### src/rtl/mem_arbiter_pkg.sv
`default_nettype none
// ============================================================================
// mem_arbiter_pkg : bus widths, state and length encodings for mem_arbiter
// Revision 1.0
// ============================================================================
package mem_arbiter_pkg;

    localparam int INST_ADDR_BUS_W  = 32;
    localparam int REG_BUS_W        = 32;
    localparam int DATA_BUS_W       = 8;
    localparam int FETCH_BYTES_RV32 = 4;

    localparam logic [1:0] LEN_1B = 2'b00;
    localparam logic [1:0] LEN_2B = 2'b01;
    localparam logic [1:0] LEN_4B = 2'b10;

    typedef enum logic [2:0] {
        ST_IDLE   = 3'd0,
        ST_IF_RD  = 3'd1,
        ST_MEM_RD = 3'd2,
        ST_MEM_WR = 3'd3,
        ST_COOL   = 3'd4
    } state_e;

    // Code 2'b11 is not a legal size and is served as a full word.
    function automatic logic [2:0] len_to_bytes(input logic [1:0] len);
        case (len)
            LEN_1B:  return 3'd1;
            LEN_2B:  return 3'd2;
            default: return 3'd4;
        endcase
    endfunction

endpackage
`default_nettype wire

### src/rtl/mem_arbiter_byte_assembler.sv
`default_nettype none
// ============================================================================
// mem_arbiter_byte_assembler : collects bus bytes into a little-endian word
// Revision 1.0
// ============================================================================
module mem_arbiter_byte_assembler
    import mem_arbiter_pkg::*;
(
    input  logic                  clk,
    input  logic                  rst,
    input  logic                  clr_i,
    input  logic                  cap_i,
    input  logic [1:0]            idx_i,
    input  logic [DATA_BUS_W-1:0] byte_i,
    output logic [REG_BUS_W-1:0]  word_o
);

    logic [REG_BUS_W-1:0] data_q;
    logic [REG_BUS_W-1:0] data_d;

    // word_o already includes the byte captured this cycle so the final
    // byte and the result register can be loaded on the same edge.
    always_comb begin
        data_d = data_q;
        if (clr_i) begin
            data_d = '0;
        end else if (cap_i) begin
            data_d[{idx_i, 3'b000} +: 8] = byte_i;
        end
    end

    always_ff @(posedge clk or negedge rst) begin
        if (!rst) begin
            data_q <= '0;
        end else begin
            data_q <= data_d;
        end
    end

    assign word_o = data_d;

endmodule
`default_nettype wire

### src/rtl/mem_arbiter.sv
`default_nettype none
// ============================================================================
// mem_arbiter : serialises IF fetches and MEM loads/stores onto an 8-bit bus
// Revision 1.0
// ============================================================================
module mem_arbiter
    import mem_arbiter_pkg::*;
#(
    parameter int ADDR_W      = INST_ADDR_BUS_W,
    parameter int FETCH_BYTES = FETCH_BYTES_RV32
) (
    input  logic                  clk,
    input  logic                  rst,
    input  logic                  rdy,
    input  logic                  if_req_i,
    input  logic [ADDR_W-1:0]     if_addr_i,
    input  logic                  if_flush_i,
    output logic                  if_done_o,
    output logic [REG_BUS_W-1:0]  if_inst_o,
    input  logic                  mem_req_i,
    input  logic                  mem_we_i,
    input  logic [1:0]            mem_len_i,
    input  logic [ADDR_W-1:0]     mem_addr_i,
    input  logic [REG_BUS_W-1:0]  mem_wdata_i,
    output logic                  mem_done_o,
    output logic [REG_BUS_W-1:0]  mem_rdata_o,
    input  logic [DATA_BUS_W-1:0] mem_din,
    output logic [DATA_BUS_W-1:0] mem_dout,
    output logic [ADDR_W-1:0]     mem_a,
    output logic                  mem_wr
);

    state_e                state_q,     state_d;
    logic [ADDR_W-1:0]     addr_q,      addr_d;
    logic [REG_BUS_W-1:0]  wdata_q,     wdata_d;
    logic [2:0]            nbytes_q,    nbytes_d;
    logic [2:0]            iss_q,       iss_d;
    logic [2:0]            cap_q,       cap_d;
    logic                  drv_q,       drv_d;
    logic                  prv_q,       prv_d;
    logic [ADDR_W-1:0]     mem_a_q,     mem_a_d;
    logic [DATA_BUS_W-1:0] dout_q,      dout_d;
    logic                  wr_q,        wr_d;
    logic                  if_done_q,   if_done_d;
    logic                  mem_done_q,  mem_done_d;
    logic [REG_BUS_W-1:0]  if_inst_q,   if_inst_d;
    logic [REG_BUS_W-1:0]  mem_rdata_q, mem_rdata_d;
    logic                  stall_q;
    logic [2:0]            next_iss;

    logic                  accept_mem;
    logic                  accept_if;
    logic                  in_rd;
    logic                  if_abort;
    logic                  asm_cap;
    logic [REG_BUS_W-1:0]  asm_word;

    assign accept_mem = (state_q == ST_IDLE) && rdy && mem_req_i;
    assign accept_if  = (state_q == ST_IDLE) && rdy && !mem_req_i && if_req_i && !if_flush_i;
    assign in_rd      = (state_q == ST_IF_RD) || (state_q == ST_MEM_RD);
    assign if_abort   = (state_q == ST_IF_RD) && if_flush_i;
    // prv_q marks that mem_din carries the byte addressed in the previous cycle.
    assign asm_cap    = in_rd && !if_abort && rdy && !stall_q && prv_q;

    mem_arbiter_byte_assembler u_asm (
        .clk    (clk),
        .rst    (rst),
        .clr_i  (accept_mem || accept_if),
        .cap_i  (asm_cap),
        .idx_i  (cap_q[1:0]),
        .byte_i (mem_din),
        .word_o (asm_word)
    );

    always_comb begin
        state_d     = state_q;
        addr_d      = addr_q;
        wdata_d     = wdata_q;
        nbytes_d    = nbytes_q;
        iss_d       = iss_q;
        cap_d       = cap_q;
        drv_d       = drv_q;
        prv_d       = prv_q;
        mem_a_d     = mem_a_q;
        dout_d      = dout_q;
        wr_d        = wr_q;
        if_done_d   = 1'b0;
        mem_done_d  = 1'b0;
        if_inst_d   = if_inst_q;
        mem_rdata_d = mem_rdata_q;
        next_iss    = iss_q + 3'd1;

        case (state_q)
            ST_IDLE: begin
                if (accept_mem) begin
                    addr_d   = mem_addr_i;
                    wdata_d  = mem_wdata_i;
                    nbytes_d = len_to_bytes(mem_len_i);
                    mem_a_d  = mem_addr_i;
                    iss_d    = 3'd0;
                    cap_d    = 3'd0;
                    drv_d    = 1'b1;
                    prv_d    = 1'b0;
                    if (mem_we_i) begin
                        state_d = ST_MEM_WR;
                        dout_d  = mem_wdata_i[7:0];
                        wr_d    = 1'b1;
                    end else begin
                        state_d = ST_MEM_RD;
                    end
                end else if (accept_if) begin
                    state_d  = ST_IF_RD;
                    addr_d   = if_addr_i;
                    nbytes_d = 3'(FETCH_BYTES);
                    mem_a_d  = if_addr_i;
                    iss_d    = 3'd0;
                    cap_d    = 3'd0;
                    drv_d    = 1'b1;
                    prv_d    = 1'b0;
                end
            end

            ST_IF_RD, ST_MEM_RD: begin
                if (if_abort) begin
                    state_d = ST_COOL;
                    drv_d   = 1'b0;
                    prv_d   = 1'b0;
                end else if (rdy) begin
                    if (stall_q) begin
                        // Bus contents during the pause are untrusted: replay
                        // from the first byte not yet captured.
                        iss_d   = cap_q;
                        mem_a_d = addr_q + ADDR_W'(cap_q);
                        drv_d   = 1'b1;
                        prv_d   = 1'b0;
                    end else begin
                        prv_d = drv_q;
                        if (drv_q) begin
                            if (next_iss < nbytes_q) begin
                                iss_d   = next_iss;
                                mem_a_d = addr_q + ADDR_W'(next_iss);
                            end else begin
                                drv_d = 1'b0;
                            end
                        end
                        if (prv_q) begin
                            cap_d = cap_q + 3'd1;
                            if (cap_q + 3'd1 == nbytes_q) begin
                                state_d = ST_COOL;
                                drv_d   = 1'b0;
                                prv_d   = 1'b0;
                                if (state_q == ST_IF_RD) begin
                                    if_done_d = 1'b1;
                                    if_inst_d = asm_word;
                                end else begin
                                    mem_done_d  = 1'b1;
                                    mem_rdata_d = asm_word;
                                end
                            end
                        end
                    end
                end
            end

            ST_MEM_WR: begin
                if (rdy) begin
                    if (next_iss < nbytes_q) begin
                        iss_d   = next_iss;
                        mem_a_d = addr_q + ADDR_W'(next_iss);
                        dout_d  = wdata_q[{next_iss[1:0], 3'b000} +: 8];
                    end else begin
                        state_d    = ST_COOL;
                        wr_d       = 1'b0;
                        drv_d      = 1'b0;
                        mem_done_d = 1'b1;
                    end
                end
            end

            ST_COOL: state_d = ST_IDLE;

            default: state_d = ST_IDLE;
        endcase
    end

    always_ff @(posedge clk or negedge rst) begin
        if (!rst) begin
            state_q     <= ST_IDLE;
            addr_q      <= '0;
            wdata_q     <= '0;
            nbytes_q    <= '0;
            iss_q       <= '0;
            cap_q       <= '0;
            drv_q       <= 1'b0;
            prv_q       <= 1'b0;
            mem_a_q     <= '0;
            dout_q      <= '0;
            wr_q        <= 1'b0;
            if_done_q   <= 1'b0;
            mem_done_q  <= 1'b0;
            if_inst_q   <= '0;
            mem_rdata_q <= '0;
            stall_q     <= 1'b0;
        end else begin
            state_q     <= state_d;
            addr_q      <= addr_d;
            wdata_q     <= wdata_d;
            nbytes_q    <= nbytes_d;
            iss_q       <= iss_d;
            cap_q       <= cap_d;
            drv_q       <= drv_d;
            prv_q       <= prv_d;
            mem_a_q     <= mem_a_d;
            dout_q      <= dout_d;
            wr_q        <= wr_d;
            if_done_q   <= if_done_d;
            mem_done_q  <= mem_done_d;
            if_inst_q   <= if_inst_d;
            mem_rdata_q <= mem_rdata_d;
            stall_q     <= !rdy;
        end
    end

    assign if_done_o   = if_done_q;
    assign if_inst_o   = if_inst_q;
    assign mem_done_o  = mem_done_q;
    assign mem_rdata_o = mem_rdata_q;
    assign mem_a       = mem_a_q;
    assign mem_dout    = dout_q;
    assign mem_wr      = wr_q && rdy;

endmodule
`default_nettype wire
### config.mk
export PLATFORM = sky130hd
export DESIGN_NAME = mem_arbiter
export DESIGN_NICKNAME = d
export VERILOG_FILES = /design/src/rtl/mem_arbiter_pkg.sv /design/src/rtl/mem_arbiter_byte_assembler.sv /design/src/rtl/mem_arbiter.sv
export SDC_FILE = /design/constraint.sdc
export NUM_CORES = 1
export LEC_CHECK = 0
export CAP_MARGIN = 20
export CORE_AREA = 10 10 182 184
export DETAILED_ROUTE_END_ITERATION = 8
export DIE_AREA = 0 0 192 194
export GPL_TIMING_DRIVEN = 0
export HOLD_SLACK_MARGIN = 0.05
export PLACE_DENSITY = 0.6
export SYNTH_ARGS = -nofsm -noshare
export SYNTH_HDL_FRONTEND = slang
export SYNTH_SLANG_ARGS = --single-unit
export TNS_END_PERCENT = 50
### constraint.sdc
create_clock -name clk -period 3.2 [get_ports clk]
set_clock_uncertainty 0.2 [all_clocks]
set_input_delay 0.32 -clock clk [delete_from_list [all_inputs] [get_ports clk]]
set_output_delay 0.32 -clock clk [all_outputs]
set_load 0.01 [all_outputs]
==> results of run 1 <==
## where the power goes
| group | switching (mW) | internal [mW] |
|---|---|---|
| registers | 0.584 | 3.50 |
| clock network | 1.17 | 1.68 |
| logic | 3.67 | 2.47 |
## placed cells by master, fill, tap and decap left out, drive strengths merged, types with 5 or more instances in the layout
cell type / count
nor3: 11
a21oi: 89
dfrtp: 218
a31oi: 23
ha: 15
xor2: 18
xnor2: 22
o32ai: 5
nand4: 21
a21o: 7
o21ai: 62
nor2: 61
mux2: 65
nor4b: 5
a211oi: 11
mux2i: 27
o211ai: 5
buf: 42
mux4: 8
clkbuf: 88
nand3: 51
inv: 18
a22oi: 6
nand2: 248
and2: 12
nand2b: 7
nor4: 5
nor3b: 6
clkdlybuf4s50: 218
a221oi: 6
a22o: 7
nor2b: 6
o22ai: 7
## how the worst max path moves through the flow
stage,endpoint,slack (ns),cells past startpoint
final,addr_q[9],0.05,7
after global routing,addr_q[9],-0.09,7
after CTS,mem_a[20],0.0005,9
after detailed placement,addr_q[10],-0.91,8
after global placement,mem_rdata_o[17],-8.01,1
after floorplan,mem_a[20],0.29,10
## state kept, by name, indices dropped and copies added (netlist names)
| name | count |
|---|---|
| wdata_q | 32 |
| state_q | 3 |
| wr_q | 1 |
| nbytes_q | 3 |
| mem_dout | 8 |
| if_done_o | 1 |
| iss_q | 3 |
| u_asm.data_q | 32 |
| if_inst_o | 32 |
| mem_a | 32 |
| mem_rdata_o | 32 |
| prv_q | 1 |
| addr_q | 32 |
| cap_q | 3 |
| drv_q | 1 |
| mem_done_o | 1 |
| stall_q | 1 |
## layout make-up
type	count	area (um^2)
plain buffers	82	523
multi-input cells	886	5820
inverters	16	60.1
fillers	2732	13900
well taps	390	488
clock buffers	36	737
flip-flops and latches	218	5460
repair buffers	232	2310
diodes	1	2.50
clock inverters	8	77.6
## per-stage QoR
| step | area, um^2 | power, mW |
|---|---|---|
| after floorplan | 11600 | 7.52 |
| after global placement | 14300 | 9.78 |
| after detailed placement | 14300 | 9.87 |
| after CTS | 15300 | 12.9 |
| after global routing | 15500 | 13.8 |
| final | 15500 | 13.1 |
## layer usage
layer,up-vias,GRT usage,share of wire
li1,4797,-,-
met1,5030,0.284,0.42
met2,385,0.350,0.47
met3,83,0.0549,0.077
met4,4,0.0730,0.033
met5,-,0,0.00064
## worst reg2reg max path, cell delays in order, from the launching register on
cell and delay [ns]:
dfrtp_1 0.46, nor2b_1 0.13, clkbuf_1 0.31, and3_1 0.22
buf_2 0.26, clkbuf_1 0.54, clkbuf_1 0.63, o21ai_0 0.24
## cells by family (layout without fill, tap and decap cells)
kind of cell / Yosys count / in the layout / synth area share
compound gates: 275 / 275 / 0.155
xor+xnor: 40 / 40 / 0.0302
fa+ha+maj: 17 / 17 / 0.0196
buf+inv: 98 / 374 / 0.0456
flops: 218 / 218 / 0.470
mux: 100 / 100 / 0.102
other cells: 0 / 1 / 0
simple gates: 454 / 454 / 0.177
## what timing repair did
action	CTS	global route
resized for setup	41	41
cloned	0	0
hold endpoints to repair	103	0
hold buffers	1	0
pin swaps	2	7
setup endpoints to repair	145	143
buffers inserted	2	8
==> summary.txt, run 1 <==
Synth
  • Synth top cells by count: 248 x nand2_1, 218 x dfrtp_1, 74 x a21oi_1
  • Synth top area share: 0.470
  • Post-Syn Nets: 1,332
  • Synth top area cells: dfrtp_1 47%, nand2_1 8.0%, mux2_2 6.3%, a21oi_1 3.2%, o21ai_0 2.5%
  • Number of synthesized flops with an enable pin: 0
  • Ys Warns: 0
  • Gate Count Post-Synth: 1,202
  • Syn Std Cell Area: 11,600 um^2
  • Unique masters post-synth: 79
  • Post-synth ARST share: 1.00
  • Top_reg_cell synth: dfrtp_1
  • Top-count cell post-synth: nand2_1
  • Yosys reg bits: 218
  • Avg Inst Size Synth: 9.65 um^2
  • Largest area contributor in the netlist: dfrtp_1
  • Register area share after synthesis: 0.470

Timing
  • Max Slew Vio Count: 0
  • Peak Freq: 0.317 GHz
  • Final period utilization: 0.986
  • Setup-failing EPs final: 0
  • TNS Setup: 0 ns
  • Hold Vio Cnt, Final: 0
  • Slew headroom: 0.395
  • Worst hold margin: 0.116 ns
  • Worst-Margin Slew: 0.905 ns
  • Final worst slack: 0.0461 ns
  • RSZ-0062 raised after global routing: true
  • Tmin final: 3.15 ns

Clocking
  • Worst-path clk slew: 0.06 ns
  • CTS Root Cell: clkbuf_16
  • Later-pin clock latency in the skew report: 0.53 ns
  • CTS Sinks: 218
  • Cts bufs inserted: 25
  • CTS tree: built
  • Longest Clk Path Bufs: 3
  • H-tree Lvls: 1

Detailed routing
  • Initial DRC count: 859
  • Routed wire length per instance: 22.5 um
  • DRT Pass-1 Iters: 5
  • Drt total wl: 42,000 um
  • Drt drc: 0
  • Drt via density: 5.51
  • ANT nets after route: 0
  • Via count: 10.3k

Critical path
  • Max incr delay on CP: 0.63 ns
  • Cell family with most CP delay: buffers and inverters
  • CP Max Fanout: 10
  • Worst-path cell chain: nor2b_1, clkbuf_1, and3_1, buf_2, clkbuf_1, clkbuf_1, o21ai_0
  • Reg-to-reg slack, setup: 0.05 ns
  • Worst EP arrival: 3.31 ns
  • CP Capture Type: flip-flop
  • Reg2Reg Depth: 7
  • Critical path class: reg2reg
  • Worst r2r src: state_q[2]
  • Critical path buffer and inverter count: 4
  • Slowest cell on crit path: clkbuf_1
  • Worst path most repeated cell: clkbuf_1
  • Critical R2R Capture: addr_q[9]
  • Crit path from: state_q[2]
  • Critical Path RT: 3.36 ns
  • Worst setup SP type: flip-flop

Placement
  • Worst slack, placed: -0.912 ns
  • Post-detail-place hpwl: 31,100 um
  • Placed cell count: 1,813
  • PortBufs: 219
  • Placer Congestion: 0.954

Cells and area
  • Share of layout cells above drive strength 1: 0.158
  • Final Core Density: 0.526
  • Fin nets: 1,591
  • Layout area overhead: 33.4%
  • Non-Filler Instances: 1,869

Run status
  • Status: finished, final reports clean

Floorplan
  • IO Pins: 220
  • DIE WIDTH: 192 um
  • Initial Utilization: 0.395
  • Core footprint: 29,400 um^2
  • Total die area: 37,200 um^2
  • Die height: 194 um
  • FP Rows: 63

Worst hold path
  • Hold Path Stages: 3
  • Hold Crit Start: mem_wdata_i[10]
  • Hold crit path type: in2reg
  • Hold Path End: wdata_q[10]

Power and ir drop
  • Maximum VDD drop: 0.433 mV
  • Power Dens Cells: 843 nW/um^2
  • P_leak: 6.58 nW

Global route
  • First-pass GRT wire length: 64,200 um
  • GRT Util Overall: 0.219
  • Number of global-route vias before repair: 10.5k
  • Largest net degree at the start of global routing: 116
  • Initial antenna violation count: 3
  • Global route total overflow: 0

Flow run
  • # Max-Cap Violations: 0
Power figures use the tool's default switching activity.
==> inputs of run 2 (changes only) <==
--- a/config.mk
+++ b/config.mk
@@ -5,7 +5,6 @@
 export SDC_FILE = /design/constraint.sdc
 export NUM_CORES = 1
 export LEC_CHECK = 0
-export CAP_MARGIN = 20
 export CORE_AREA = 10 10 182 184
 export DETAILED_ROUTE_END_ITERATION = 8
 export DIE_AREA = 0 0 192 194
==> summary.txt, run 2 (synthesis results as in run 1) <==
Timing
  • Worst-Margin Slew: 1.32 ns (+0.415 ns)
  • Slew headroom: 0.117 (-0.278)
  • Hold Vio Cnt, Final: 0 (unchanged)
  • Setup-failing EPs final: 0 (unchanged)
  • Max Slew Vio Count: 0 (unchanged)
  • Peak Freq: 0.317 GHz (about the same)
  • Tmin final: 3.16 ns (+0.00208 ns)
  • Worst hold margin: 0.103 ns (-0.0128 ns)
  • TNS Setup: 0 ns (unchanged)
  • Final period utilization: 0.986 (about the same)
  • RSZ-0062 raised after global routing: true

Clocking
  • CTS Sinks: 218 (unchanged)
  • H-tree Lvls: 1 (unchanged)
  • Later-pin clock latency in the skew report: 0.54 ns (about the same)
  • CTS Root Cell: clkbuf_16
  • Longest Clk Path Bufs: 3 (unchanged)
  • CTS tree: built
  • Cts bufs inserted: 25 (unchanged)
  • Worst-path clk slew: 0.06 ns (about the same)

Global route
  • GRT Util Overall: 0.220 (about the same)
  • First-pass GRT wire length: 64,200 um (about the same)
  • Number of global-route vias before repair: 10.6k (+0.53%)
  • Global route total overflow: 0 (unchanged)
  • Most Used Layer, Global Route: met2
  • Largest net degree at the start of global routing: 116 (unchanged)
  • Met3 Use GR: 0.0498 (-0.00504)
  • M1 GR Usage: 0.280 (-0.00407)
  • Initial antenna violation count: 1 (-2)
  • Met2 usage: 0.358 (+0.00775)

Cells and area
  • Layout area overhead: 32.8%
  • Most frequent cells in the layout: 246 x nand2_1, 218 x dfrtp_1, 218 x clkdlybuf4s50_1, 72 x a21oi_1, 65 x mux2_2
  • Fill cells: 2,690 (-1.5%)
  • Fin nets: 1,589 (-0.13%)
  • Share of layout cells above drive strength 1: 0.151 (-0.00666)
  • Commonest non-fill, non-tap cell in the layout: nand2_1
  • Antenna diodes: 0 (-1)
  • Multi-input combinational cell area: 5800 um^2 (-0.41%)
  • Non-Filler Instances: 1,867 (-0.11%)
  • Reg area: 5460 um^2 (about the same)
  • Finished layout cell area: 15,400 um^2 (-0.45%)

Critical path
  • CP Capture Type: flip-flop
  • CP Max Fanout: 10 (unchanged)
  • Worst EP arrival: 3.33 ns (+0.02 ns)
  • Critical path class: reg2reg
  • Worst r2r src: state_q[2]
  • Critical R2R Capture: addr_q[9]
  • Crit path from: state_q[2]
  • Critical Path RT: 3.38 ns (+0.02 ns)
  • Reg2Reg Depth: 7 (unchanged)
  • Worst Setup EP: addr_q[9]
  • Worst setup SP type: flip-flop
  • Reg-to-reg slack, setup: 0.04 ns (about the same)

Worst hold path
  • Hold crit path type: in2reg

Placement
  • Placed cell count: 1,812 (-0.055%)
  • Placed Area: 14,300 um^2 (about the same)
  • PortBufs: 219 (unchanged)
  • Placer Congestion: 0.954 (unchanged)
  • Post-detail-place hpwl: 31,200 um (+0.19%)

Power and ir drop
  • Maximum VDD drop: 0.469 mV (+8.2%)
  • Power Dens Cells: 840 nW/um^2 (-0.41%)
  • P_leak: 6.54 nW (-0.54%)

Floorplan
  • IO Pins: 220 (unchanged)
  • DIE WIDTH: 192 um (unchanged)
  • Die height: 194 um (unchanged)
  • Total die area: 37,200 um^2 (unchanged)
  • Core footprint: 29,400 um^2 (unchanged)
  • Initial Utilization: 0.395 (unchanged)
  • FP Rows: 63 (unchanged)

Detailed routing
  • DRT Pass-1 Iters: 6 (+1)
  • Drt via density: 5.49 (-0.45%)
  • Routed wire length per instance: 22.4 um (-0.18%)
  • Initial DRC count: 802 (-6.6%)
  • ANT nets after route: 0 (unchanged)
  • Drt drc: 0 (unchanged)
  • Drt total wl: 41,900 um (-0.29%)
  • Via count: 10.2k (-0.55%)

Run status
  • Status: finished, final reports clean

Flow run
  • # Max-Cap Violations: 0 (unchanged)
## run 2: what timing repair did
action / in CTS / in global routing
endpoints found under the setup margin: 145 / 123
gates resized for setup: 46 / 24
pin swaps: 2 / 7
buffers inserted: 2 / 7
hold buffers: 1 / 0
hold endpoints to repair: 103 / 0
## run 2: per-layer routing
layer / wire, um / vias to the layer above / share of wire
met5: 20 / - / 0.00048
met4: 1370 / 2 / 0.033
li1: - / 4794 / -
met1: 17800 / 5013 / 0.43
met3: 2880 / 77 / 0.069
met2: 19800 / 356 / 0.47
## run 2: worst min-delay path by stage
stage,cells after the start,slack [ns],startpoint,to
floorplan,0,-0.18,rst,addr_q[0]
global placement,2,0.26,wdata_q[17],wdata_q[17]
detailed placement,1,0.22,rst,addr_q[15]
CTS,3,0.09,mem_wdata_i[25],wdata_q[25]
global route,3,0.12,mem_wdata_i[24],wdata_q[24]
finish,3,0.10,mem_wdata_i[25],wdata_q[25]
## run 2: critical path, stage by stage (launching register included)
cell and delay (ns):
dfrtp_1 0.46, nor2b_1 0.13, clkbuf_1 0.30, and3_1 0.21, buf_2 0.27, clkbuf_1 0.51, clkbuf_1 0.67, o21ai_0 0.24
## run 2: power by group
group          internal [mW]  switching, mW  leakage [nW]
clock network           1.60           1.17         0.381
logic                   2.45           3.63          3.33
registers               3.50          0.593          2.83
## run 2: final cells by class
type                            count  area share
Multi-Input combinational cell    886       0.376
Sequential cell                   218       0.354
Buffer                             82      0.0341
Clock buffer                       38      0.0457
Tap cell                          390      0.0317
Timing Repair Buffer              230       0.149
Clock inverter                      7     0.00503
Inverter                           16     0.00390
## run 2: through the flow
step | power [mW] | utilization | worst slack, ns
after CTS | 12.9 | 0.520 | -0.00619
after global routing | 13.7 | 0.524 | -0.131
final | 12.9 | 0.524 | 0.0440
after detailed placement | 9.86 | 0.487 | -0.868
after floorplan | 7.52 | - | 0.292
after global placement | 9.78 | 0.486 | -8.01
